### config.mk
export PLATFORM = sky130hd
export DESIGN_NAME = kypd_scanner_flat
export DESIGN_NICKNAME = d
export VERILOG_FILES = /design/src/rtl/kypd_pkg.sv /design/src/rtl/kypd_if.sv /design/src/rtl/kypd_debounce.sv /design/src/rtl/kypd_scanner.sv /design/src/flat_wrapper.sv
export SDC_FILE = /design/constraint.sdc
export NUM_CORES = 1
export LEC_CHECK = 0
export ABC_AREA = 1
export CORE_UTILIZATION = 50
export DETAILED_ROUTE_END_ITERATION = 7
export DONT_BUFFER_PORTS = 1
export PLACE_DENSITY = 0.73
export SYNTH_ARGS = -nofsm -noshare
export SYNTH_HDL_FRONTEND = slang
export SYNTH_SLANG_ARGS = --single-unit
### constraint.sdc
create_clock -name clk -period 21.9 [get_ports clk]
set_input_delay 4.38 -clock clk [delete_from_list [all_inputs] [get_ports clk]]
set_output_delay 4.38 -clock clk [all_outputs]
set_load 0.02 [all_outputs]
### src/rtl/kypd_pkg.sv
// Shared types and the keypad map for the 4x4 keypad scanner.
package kypd_pkg;

  typedef enum logic [1:0] {
    NONE   = 2'd0,
    SINGLE = 2'd1,
    MULTI  = 2'd2
  } frame_res_e;

  typedef enum logic {
    IDLE    = 1'b0,
    PRESSED = 1'b1
  } kypd_state_e;

  // Indexed [row][column]; row 0 is the top row of the keypad.
  localparam logic [3:0] KEYMAP [4][4] = '{
    '{4'h1, 4'h2, 4'h3, 4'hA},
    '{4'h4, 4'h5, 4'h6, 4'hB},
    '{4'h7, 4'h8, 4'h9, 4'hC},
    '{4'h0, 4'hF, 4'hE, 4'hD}
  };

endpackage

### src/rtl/kypd_if.sv
// Key report bus: accepted-key events and the entry register, plus the entry clear.
interface kypd_if;
  logic        clear;
  logic        key_valid;
  logic [3:0]  key_code;
  logic        key_down;
  logic [31:0] entry;

  modport master (input clear, output key_valid, key_code, key_down, entry);
  modport slave  (output clear, input key_valid, key_code, key_down, entry);
endinterface

### src/rtl/kypd_debounce.sv
// Frame-level debounce: counts consecutive identical frame results and turns
// stable SINGLE / NONE results into one-shot accept / release events.
module kypd_debounce
  import kypd_pkg::*;
#(
  parameter int DEBOUNCE_SCANS = 4
) (
  input  logic       clk,
  input  logic       rst_n,
  input  logic       frame_stb,
  input  frame_res_e res,
  input  logic [3:0] code,
  output logic       key_accept,
  output logic       key_release
);

  localparam int             CW      = $clog2(DEBOUNCE_SCANS + 1);
  localparam logic [CW-1:0]  CNT_MAX = CW'(DEBOUNCE_SCANS);

  frame_res_e    prev_res_r;
  logic [3:0]    prev_code_r;
  logic [CW-1:0] cnt_r;
  logic [CW-1:0] cnt_next_s;
  logic          same_s;
  logic          stable_s;
  kypd_state_e   state_r;
  kypd_state_e   state_next_s;

  // Stable-count update; the code is part of the result so two different keys never match.
  always_comb begin
    same_s     = (res == prev_res_r) && (code == prev_code_r);
    cnt_next_s = CW'(1);
    if (!same_s) begin
      cnt_next_s = CW'(1);
    end else if (cnt_r >= CNT_MAX) begin
      cnt_next_s = CNT_MAX;
    end else begin
      cnt_next_s = cnt_r + CW'(1);
    end
    stable_s = (cnt_next_s == CNT_MAX);
  end

  // Previous-result register and stable counter, advanced once per frame.
  always_ff @(posedge clk or negedge rst_n) begin
    if (!rst_n) begin
      prev_res_r  <= NONE;
      prev_code_r <= 4'h0;
      cnt_r       <= '0;
    end else if (frame_stb) begin
      prev_res_r  <= res;
      prev_code_r <= code;
      cnt_r       <= cnt_next_s;
    end
  end

  // FSM state register.
  always_ff @(posedge clk or negedge rst_n) begin
    if (!rst_n) begin
      state_r <= IDLE;
    end else begin
      state_r <= state_next_s;
    end
  end

  // Next state and events; MULTI and a second SINGLE while held never transition.
  always_comb begin
    state_next_s = state_r;
    key_accept   = 1'b0;
    key_release  = 1'b0;
    case (state_r)
      IDLE: begin
        if (frame_stb && (res == SINGLE) && stable_s) begin
          state_next_s = PRESSED;
          key_accept   = 1'b1;
        end else begin
          state_next_s = IDLE;
        end
      end
      PRESSED: begin
        if (frame_stb && (res == NONE) && stable_s) begin
          state_next_s = IDLE;
          key_release  = 1'b1;
        end else begin
          state_next_s = PRESSED;
        end
      end
      default: begin
        state_next_s = IDLE;
      end
    endcase
  end

endmodule

### src/rtl/kypd_scanner.sv
// 4x4 keypad scanner: column drive, row sampling, frame classification,
// debounced key reporting and a 32-bit shift-in entry register.
module kypd_scanner
  import kypd_pkg::*;
#(
  parameter int SCAN_DIV       = 25000,
  parameter int DEBOUNCE_SCANS = 4
) (
  input  logic       clk,
  input  logic       rst_n,
  input  logic [3:0] kypd_row,
  output logic [3:0] kypd_col,
  kypd_if.master     key
);

  localparam int            DW         = (SCAN_DIV > 1) ? $clog2(SCAN_DIV) : 1;
  localparam logic [DW-1:0] DWELL_LAST = DW'(SCAN_DIV - 1);

  logic [3:0]      row_meta_r;
  logic [3:0]      row_sync_r;
  logic [DW-1:0]   dwell_r;
  logic [1:0]      col_r;
  logic [3:0]      col_drv_r;
  logic [3:0][3:0] samp_r;
  logic [3:0][3:0] frame_s;
  logic            dwell_last_s;
  logic            frame_stb_s;
  logic [1:0]      n_low_s;
  logic [3:0]      hit_code_s;
  frame_res_e      res_s;
  logic [3:0]      res_code_s;
  logic            accept_s;
  logic            release_s;
  logic            key_valid_r;
  logic [3:0]      key_code_r;
  logic            key_down_r;
  logic [31:0]     entry_r;

  // Two-flop synchronizer for the asynchronous row lines (idle high).
  always_ff @(posedge clk or negedge rst_n) begin
    if (!rst_n) begin
      row_meta_r <= 4'hF;
      row_sync_r <= 4'hF;
    end else begin
      row_meta_r <= kypd_row;
      row_sync_r <= row_meta_r;
    end
  end

  assign dwell_last_s = (dwell_r == DWELL_LAST);
  assign frame_stb_s  = dwell_last_s && (col_r == 2'd3);

  // Dwell and column counters; the drive pattern is registered alongside the index.
  always_ff @(posedge clk or negedge rst_n) begin
    if (!rst_n) begin
      dwell_r   <= '0;
      col_r     <= 2'd0;
      col_drv_r <= 4'b1110;
    end else if (dwell_last_s) begin
      dwell_r   <= '0;
      col_r     <= col_r + 2'd1;
      col_drv_r <= ~(4'b0001 << (col_r + 2'd1));
    end else begin
      dwell_r   <= dwell_r + DW'(1);
    end
  end

  // Capture the settled rows at the end of each column's dwell.
  always_ff @(posedge clk or negedge rst_n) begin
    if (!rst_n) begin
      samp_r <= {4{4'hF}};
    end else if (dwell_last_s) begin
      samp_r[col_r] <= row_sync_r;
    end
  end

  // Column 3 is still being sampled at frame end, so its rows come straight from the synchronizer.
  always_comb begin
    frame_s    = samp_r;
    frame_s[3] = row_sync_r;
    n_low_s    = 2'd0;
    hit_code_s = 4'h0;
    for (int c = 0; c < 4; c++) begin
      for (int r = 0; r < 4; r++) begin
        hit_code_s = !frame_s[c][r] ? KEYMAP[r][c] : hit_code_s;
        n_low_s    = (!frame_s[c][r] && (n_low_s != 2'd2)) ? n_low_s + 2'd1 : n_low_s;
      end
    end
    case (n_low_s)
      2'd0:    res_s = NONE;
      2'd1:    res_s = SINGLE;
      default: res_s = MULTI;
    endcase
    res_code_s = (n_low_s == 2'd1) ? hit_code_s : 4'h0;
  end

  kypd_debounce #(
    .DEBOUNCE_SCANS (DEBOUNCE_SCANS)
  ) u_debounce (
    .clk         (clk),
    .rst_n       (rst_n),
    .frame_stb   (frame_stb_s),
    .res         (res_s),
    .code        (res_code_s),
    .key_accept  (accept_s),
    .key_release (release_s)
  );

  // Key report and entry registers; an acceptance wins over a coincident clear.
  always_ff @(posedge clk or negedge rst_n) begin
    if (!rst_n) begin
      key_valid_r <= 1'b0;
      key_code_r  <= 4'h0;
      key_down_r  <= 1'b0;
      entry_r     <= 32'h0;
    end else begin
      key_valid_r <= accept_s;
      if (accept_s) begin
        key_code_r <= res_code_s;
        key_down_r <= 1'b1;
      end else if (release_s) begin
        key_down_r <= 1'b0;
      end
      if (accept_s) begin
        entry_r <= key.clear ? {28'h0, res_code_s} : {entry_r[27:0], res_code_s};
      end else if (key.clear) begin
        entry_r <= 32'h0;
      end
    end
  end

  assign kypd_col      = col_drv_r;
  assign key.key_valid = key_valid_r;
  assign key.key_code  = key_code_r;
  assign key.key_down  = key_down_r;
  assign key.entry     = entry_r;

endmodule

### src/flat_wrapper.sv
// flat-port wrapper written by rule: the top's interface ports become plain ports
module kypd_scanner_flat import kypd_pkg::*;
#(
  parameter int SCAN_DIV       = 25000,
  parameter int DEBOUNCE_SCANS = 4
)
  (clk, rst_n, kypd_row, kypd_col, key_clear, key_key_valid, key_key_code, key_key_down, key_entry);
  kypd_if key_i ();
  input  logic clk;
  input  logic rst_n;
  input  logic [3:0] kypd_row;
  output logic [3:0] kypd_col;
  input wire logic [$bits(key_i.clear)-1:0] key_clear;
  output wire logic [$bits(key_i.key_valid)-1:0] key_key_valid;
  output wire logic [$bits(key_i.key_code)-1:0] key_key_code;
  output wire logic [$bits(key_i.key_down)-1:0] key_key_down;
  output wire logic [$bits(key_i.entry)-1:0] key_entry;
  assign key_i.clear = key_clear;
  assign key_key_valid = key_i.key_valid;
  assign key_key_code = key_i.key_code;
  assign key_key_down = key_i.key_down;
  assign key_entry = key_i.entry;
  kypd_scanner #(.SCAN_DIV(SCAN_DIV), .DEBOUNCE_SCANS(DEBOUNCE_SCANS)) u_core (.clk(clk), .rst_n(rst_n), .kypd_row(kypd_row), .kypd_col(kypd_col), .key(key_i));
endmodule
Word-level counts from Yosys, hierarchy flattened. Cells that the tools add are included.

Output and inout port bits: 42. Input bits: 7. Logic and storage cells: 155. Register bits: 93.

Bitwise operators: 2. Add/subtract/negate cells: 18. Shift-type cells: 1. Multiplexer cells: 51. Reduce and logical (&&, ||, !) cells: 41. Equal/unequal tests: 22. Order comparisons: 3.

Operator list (count): 32-bit two-way mux (3); 4-bit two-way mux (17); 2-bit by 1-bit adder with 2-bit output (second input constant) (16); 2-bit two-way mux (15); 2-bit inequality test (second input constant) (15); 1-bit logical AND (22); 16-bit bitwise mux (1); 15-bit by 1-bit adder with 15-bit output (second input constant) (1); 15-bit == test (second input constant) (1); 1-bit logical NOT (15); 15-bit two-way mux (1); 1-bit two-way mux (9); 4-bit demux with 2-bit select (1); 3-bit two-way mux (2); 2-bit by 1-bit == test with 1-bit output (second input constant) (2); 4-bit == test (1); 2-bit logical NOT (2); 4-bit NOT (1); 2-bit one-hot mux with 2 select lines (1); 2-bit nonzero test (2); 1-bit by 2-bit << shifter with 4-bit output (first input constant) (1); 3-bit by 1-bit adder with 3-bit output (second input constant) (1); 3-bit == test (second input constant) (1); 3-bit >= comparator (second input constant) (1); 6 further kinds (6).

Longest topological paths before layout.
Depth after elaboration: 57. Depth in mapped cells: 91. Mapped depth without buffers: 89.

Modules after synthesis. From an unflattened synthesis, not the netlist that was laid out.

Cells, all modules: 588. Area total of the unflattened synthesis: 4923.5 um^2.

Modules (own cells, without submodules): kypd_scanner (area an instance 4270.3 um^2, cells an instance 499, seq. area each 2005.7 um^2, times used 1); kypd_debounce (area an instance 653.1 um^2, cells an instance 89, seq. area each 250.2 um^2, times used 1).

Worst setup path after synthesis. No wires, ideal clock.

Path type: reg2reg. Start point: reg u_core.samp_r (netlist bit u_core.frame_s[1]). End point: reg u_core.entry_r[0] (netlist: u_core.key.entry[0]). Arrival: 10.845 ns. Data required time: 21.782 ns. Path slack: 10.937 ns. Stages on the path, launching flop included: 91. Cell sequence: dfstp_2 > inv_1 > ha_1 > inv_1 > nand2_2 > nand2_1 > ha_1 > nor2_2 > inv_2 > nand3_2 > nand2_2 > ha_1 > nor2_2 > inv_1 > nand2_2 > nand2_1 > ha_1 > nor2_1 > [55 not listed] > ha_1 > nor2_1 > inv_1 > nand3_1 > nand2_1 > buf_2 > nand2_1 > nand2_1 > inv_1 > nand2_1 > nor2_2 > nand2_2 > nor2_4 > nand3_2 > buf_6 > buf_8 > nand3_1 > nand2_1.

Cells in the longest elaborated chain, start to end: 55. Elaborated cells on any way between the ends: 91. Classes of those cells: add/sub: 14; eq/ne: 19; mux: 37; reduce/logical: 21.

Ends and longest elaborated chain: start, declared (RTL line kypd_scanner.sv:24) `logic [3:0][3:0] samp_r;`; start signal, assigned (RTL line kypd_scanner.sv:71) `samp_r <= {4{4'hF}};`; start signal, assigned by index (RTL line kypd_scanner.sv:73) `samp_r[col_r] <= row_sync_r;`; branches (longest 55 deep; another with 2-bit by 1-bit adder with 2-bit output); end signal, assigned (RTL line kypd_scanner.sv:125) `entry_r <= key.clear ? {28'h0, res_code_s} : {entry_r[27:0], res_code_s};`; end, declared (RTL line kypd_scanner.sv:37) `logic [31:0] entry_r;`.

Parallel ways; which one is timed is not known. A chain may end at the register's enable or synchronous reset.

Worst setup path after layout.
Start point: reg u_core.samp_r (netlist bit u_core.frame_s[0]). End point: reg u_core.entry_r[25] (netlist: u_core.key.entry[25]).

Cells in the longest elaborated chain, start to end: 56. Elaborated cells on any way between the ends: 93. Classes of those cells: add/sub: 15; eq/ne: 20; mux: 38; reduce/logical: 20.

Ends and longest elaborated chain: branches (longest 52 deep; another with 2-bit by 1-bit adder with 2-bit output); 1-bit logical AND (*) (RTL line kypd_debounce.sv:72) `if (frame_stb && (res == SINGLE) && stable_s) begin`; 1-bit two-way mux (*) (RTL line kypd_debounce.sv:72); 1-bit two-way mux (*) (RTL line kypd_debounce.sv:70) `case (state_r)`; 32-bit two-way mux / 2-bit nonzero test (equally long branches).

Every way passes the cells marked *.

==> reports/metrics.yaml <==
synth-edff-count: 0
netlist_area_um2: 5286
setup_violations: 0
place_ws_ns: 9.142
vias_per_cell: 5.295
seq_area_um2: 2256
wire_per_inst_um: 13.26
critPathMaxFanout: 39
relSlewSlack_pct: 34.59
finalCritPeriodShare_pct: 58.70
grtUsageMet2_pct: 35.90
combinationalPowerShare_pct: 0.7
clk_latency_ns: 0.37
fmax_mhz: 77.78
tightestPinTransition_ns: 0.9801
r2r_start: "u_core.frame_s[0]"
n_antenna_cell: 0
use_met1_pct: 26.99
drtIter0Drc: 334
clockBufferDepth: 2
dp.cells: 801
grtUsageTotal_pct: 21.27
rsz0062_at_grt: "no"
postCtsResizedCells: 0
numCtsBuffers: 9
reg2reg_depth: 83
yosys_warnings: 0
startpoint_type: "register"
maxCapViolCount: 0
reg2reg_setup_slack_ns: 9.04
initial_utilization_pct: 51.44
criticalPathCategory: "reg2reg"
instances_no_fill: 817
p_int_w: 0.0002195
ctsHoldBuffers: 0
drv_slew: 0
crit_top_cell: "inv_1"
cp-startpoint: "u_core.frame_s[0]"
critPathArrivalTime_ns: 13.11
die_y_um: 104.8
min_period_ns: 12.86
p_clk_share_pct: 40.1
drive_above_1_share_pct: 13.22
fin_tns_setup_ns: 0
fp.dieW_um: 104.8
postSynthCellCount: 682
status: "finished clean"
fin_ws_ns: 9.044
grt_pass1_wl_mm: 19.23
ys_ff_latch: 89
crit_end: "u_core.key.entry[25]"
htreeDepth: 3
post_cts_buffers: 0
dp_hpwl_mm: 7.676
syn2layout_area_growth_pct: 5.018
core_um2: 10280
worst_path_max_delay_cell: "nand3_2"
place.gp.congestion: 0.8214
rows: 37
dpl_cell_area_um2: 5356
synth_cell_types: 37
fin_skew_ns: 0.01457
grt-ovfl-total: 0
p_leak_nw: 2.619
cts_tree: "built"
power.switching_w: 0.00006148
cts.reportedPaths.clkPinSlew_ns: 0.09
die_area_um2: 10990
swShare_pct: 21.88
cts.sinks: 89
cp-end-kind: "register"
port_buffers: 0
post-route-util_pct: 54.02
n_fill_cell: 1002
grt.met3_usage_pct: 3.681
synthFlopType: "dfrtp_1"
via_count: 4326
avgSynthCellArea_um2: 7.751
routed_wl_mm: 10.83
yosysSeqAreaShare_pct: 42.67
async_flop_share_pct: 100.0
drc_errors: 0
ir_worst_vdd_mv: 0.04188
antenna_found_initial: 0
ant_nets: 0
hold_path_class: "reg2reg"
seq_power_share_pct: 59.2
grt.busiest_layer: "met2"
power_density_nw_per_um2: 50.62
first_pass_iters: 6
rr_endpoint: "u_core.key.entry[25]"
cp.required_ns: 22.15
grt_max_degree: 90
ios: 49
nets: 707
syn_nets: 713
multi_input_area_um2: 2497
critPathMaxStageDelay_ns: 0.62
final_area_um2: 5552
grt_pass1_vias: 4281
cts_root_buf: "clkbuf_8"
finalHoldViolCount: 0
## synth_stat cells, drive strengths merged (2+ instances only)
library cell	n	share of area, %
nand2	156	12
a31oi	2	0.24
inv	109	7.7
o21ai	27	2.6
nor4	3	0.36
nor2	72	5.4
and2	4	0.47
nor3	5	0.57
nand4	40	4.7
o22ai	2	0.24
a21oi	10	0.95
or2	6	0.71
dfrtp	66	31
ha	24	5.7
xor2	4	0.66
dfstp	23	11
o21a	3	0.43
nand3	103	12
clkbuf	4	0.28
buf	15	1.9
## power groups by stage
stage | clock [W] | combinational [W] | sequential, W
after floorplan | 0 | 0.00000230 | 0.000169
after global placement | 0 | 0.00000206 | 0.000169
after detailed placement | 0 | 0.00000206 | 0.000169
after CTS | 0.000116 | 0.00000208 | 0.000166
after global routing | 0.000122 | 0.00000236 | 0.000166
final | 0.000113 | 0.00000210 | 0.000166
## flip-flops by register name, indices dropped and copies added (netlist names)
| register | flops |
|---|---|
| u_core.key.entry | 32 |
| u_core.dwell_r | 15 |
| u_core.frame_s | 12 |
| u_core.key.key_code | 4 |
| u_core.kypd_col | 4 |
| u_core.row_meta_r | 4 |
| u_core.row_sync_r | 4 |
| u_core.u_debounce.prev_code_r | 4 |
| u_core.u_debounce.cnt_r | 3 |
| u_core.col_r | 2 |
| u_core.u_debounce.prev_res_r | 2 |
| u_core.key.key_down | 1 |
| u_core.key.key_valid | 1 |
| u_core.u_debounce.state_r | 1 |
## layer usage
layer | vias to the layer above | wire [um]
met5 | - | 0
met4 | 0 | 233
met3 | 20 | 383
met2 | 77 | 5376
met1 | 2033 | 4836
li1 | 2196 | -
## stage by stage
| stage | hold WS (ns) | power [W] |
|---|---|---|
| global placement | 0.3480 | 0.0001715 |
| CTS | 0.3602 | 0.0002845 |
| finish | 0.3597 | 0.0002810 |
| detailed placement | 0.3468 | 0.0001715 |
| global route | 0.3641 | 0.0002911 |
| floorplan | 0.3452 | 0.0001715 |
## worst max-delay path, delay by kind of cell (launching register included)
family / cells / cell delay (ns)
fa+ha+maj: 14 / 2.62
buf+inv: 20 / 1.91
flops: 1 / 0.56
simple gates: 49 / 7.59
## worst min-delay path by stage
stage / start / endpoint / slack (ns) / cells past startpoint
floorplan: u_core.row_meta_r[0] / u_core.row_sync_r[0] / 0.35 / 0
global placement: u_core.row_meta_r[2] / u_core.row_sync_r[2] / 0.35 / 0
detailed placement: u_core.row_meta_r[2] / u_core.row_sync_r[2] / 0.35 / 0
CTS: u_core.row_meta_r[2] / u_core.row_sync_r[2] / 0.36 / 0
global route: u_core.row_meta_r[2] / u_core.row_sync_r[2] / 0.36 / 0
finish: u_core.row_meta_r[0] / u_core.row_sync_r[0] / 0.36 / 0
## logic make-up after synthesis
family          count (synthesis)  share of synthesized area (%)
simple gates                  389                          36.05
buf+inv                       129                          10.08
compound gates                 47                          4.852
xor+xnor                        4                         0.6627
fa+ha+maj                      24                          5.681
flops                          89                          42.67
## cell type report
| class | count | area share (%) |
|---|---|---|
| tap | 136 | 3.065 |
| multi-input combinational | 464 | 44.99 |
| clock inverter | 6 | 1.217 |
| clock buffer | 10 | 2.299 |
| timing repair buffer | 2 | 0.2705 |
| sequential | 89 | 40.64 |
| inverter | 110 | 7.528 |
## cells in the final DEF (no fill, tap or decap), types with 3 or more instances in the layout
master | Yosys | final
nand2_4 | 4 | 4
nand3_2 | 16 | 16
xor2_1 | 4 | 4
nand2_2 | 14 | 14
clkinv_4 | 1 | 3
and2_1 | 4 | 4
clkbuf_8 | 0 | 9
dfstp_2 | 23 | 23
nor3_1 | 4 | 4
nand3_1 | 86 | 86
nor4_1 | 3 | 3
o21a_1 | 3 | 3
nand4_1 | 40 | 40
a21oi_1 | 10 | 10
inv_1 | 106 | 106
ha_1 | 24 | 24
or2_2 | 6 | 6
nor2_1 | 68 | 68
o21ai_0 | 25 | 25
nor2_2 | 3 | 3
inv_2 | 3 | 3
dfrtp_1 | 66 | 66
nand2_1 | 138 | 138
Power figures use the tool's default switching activity.
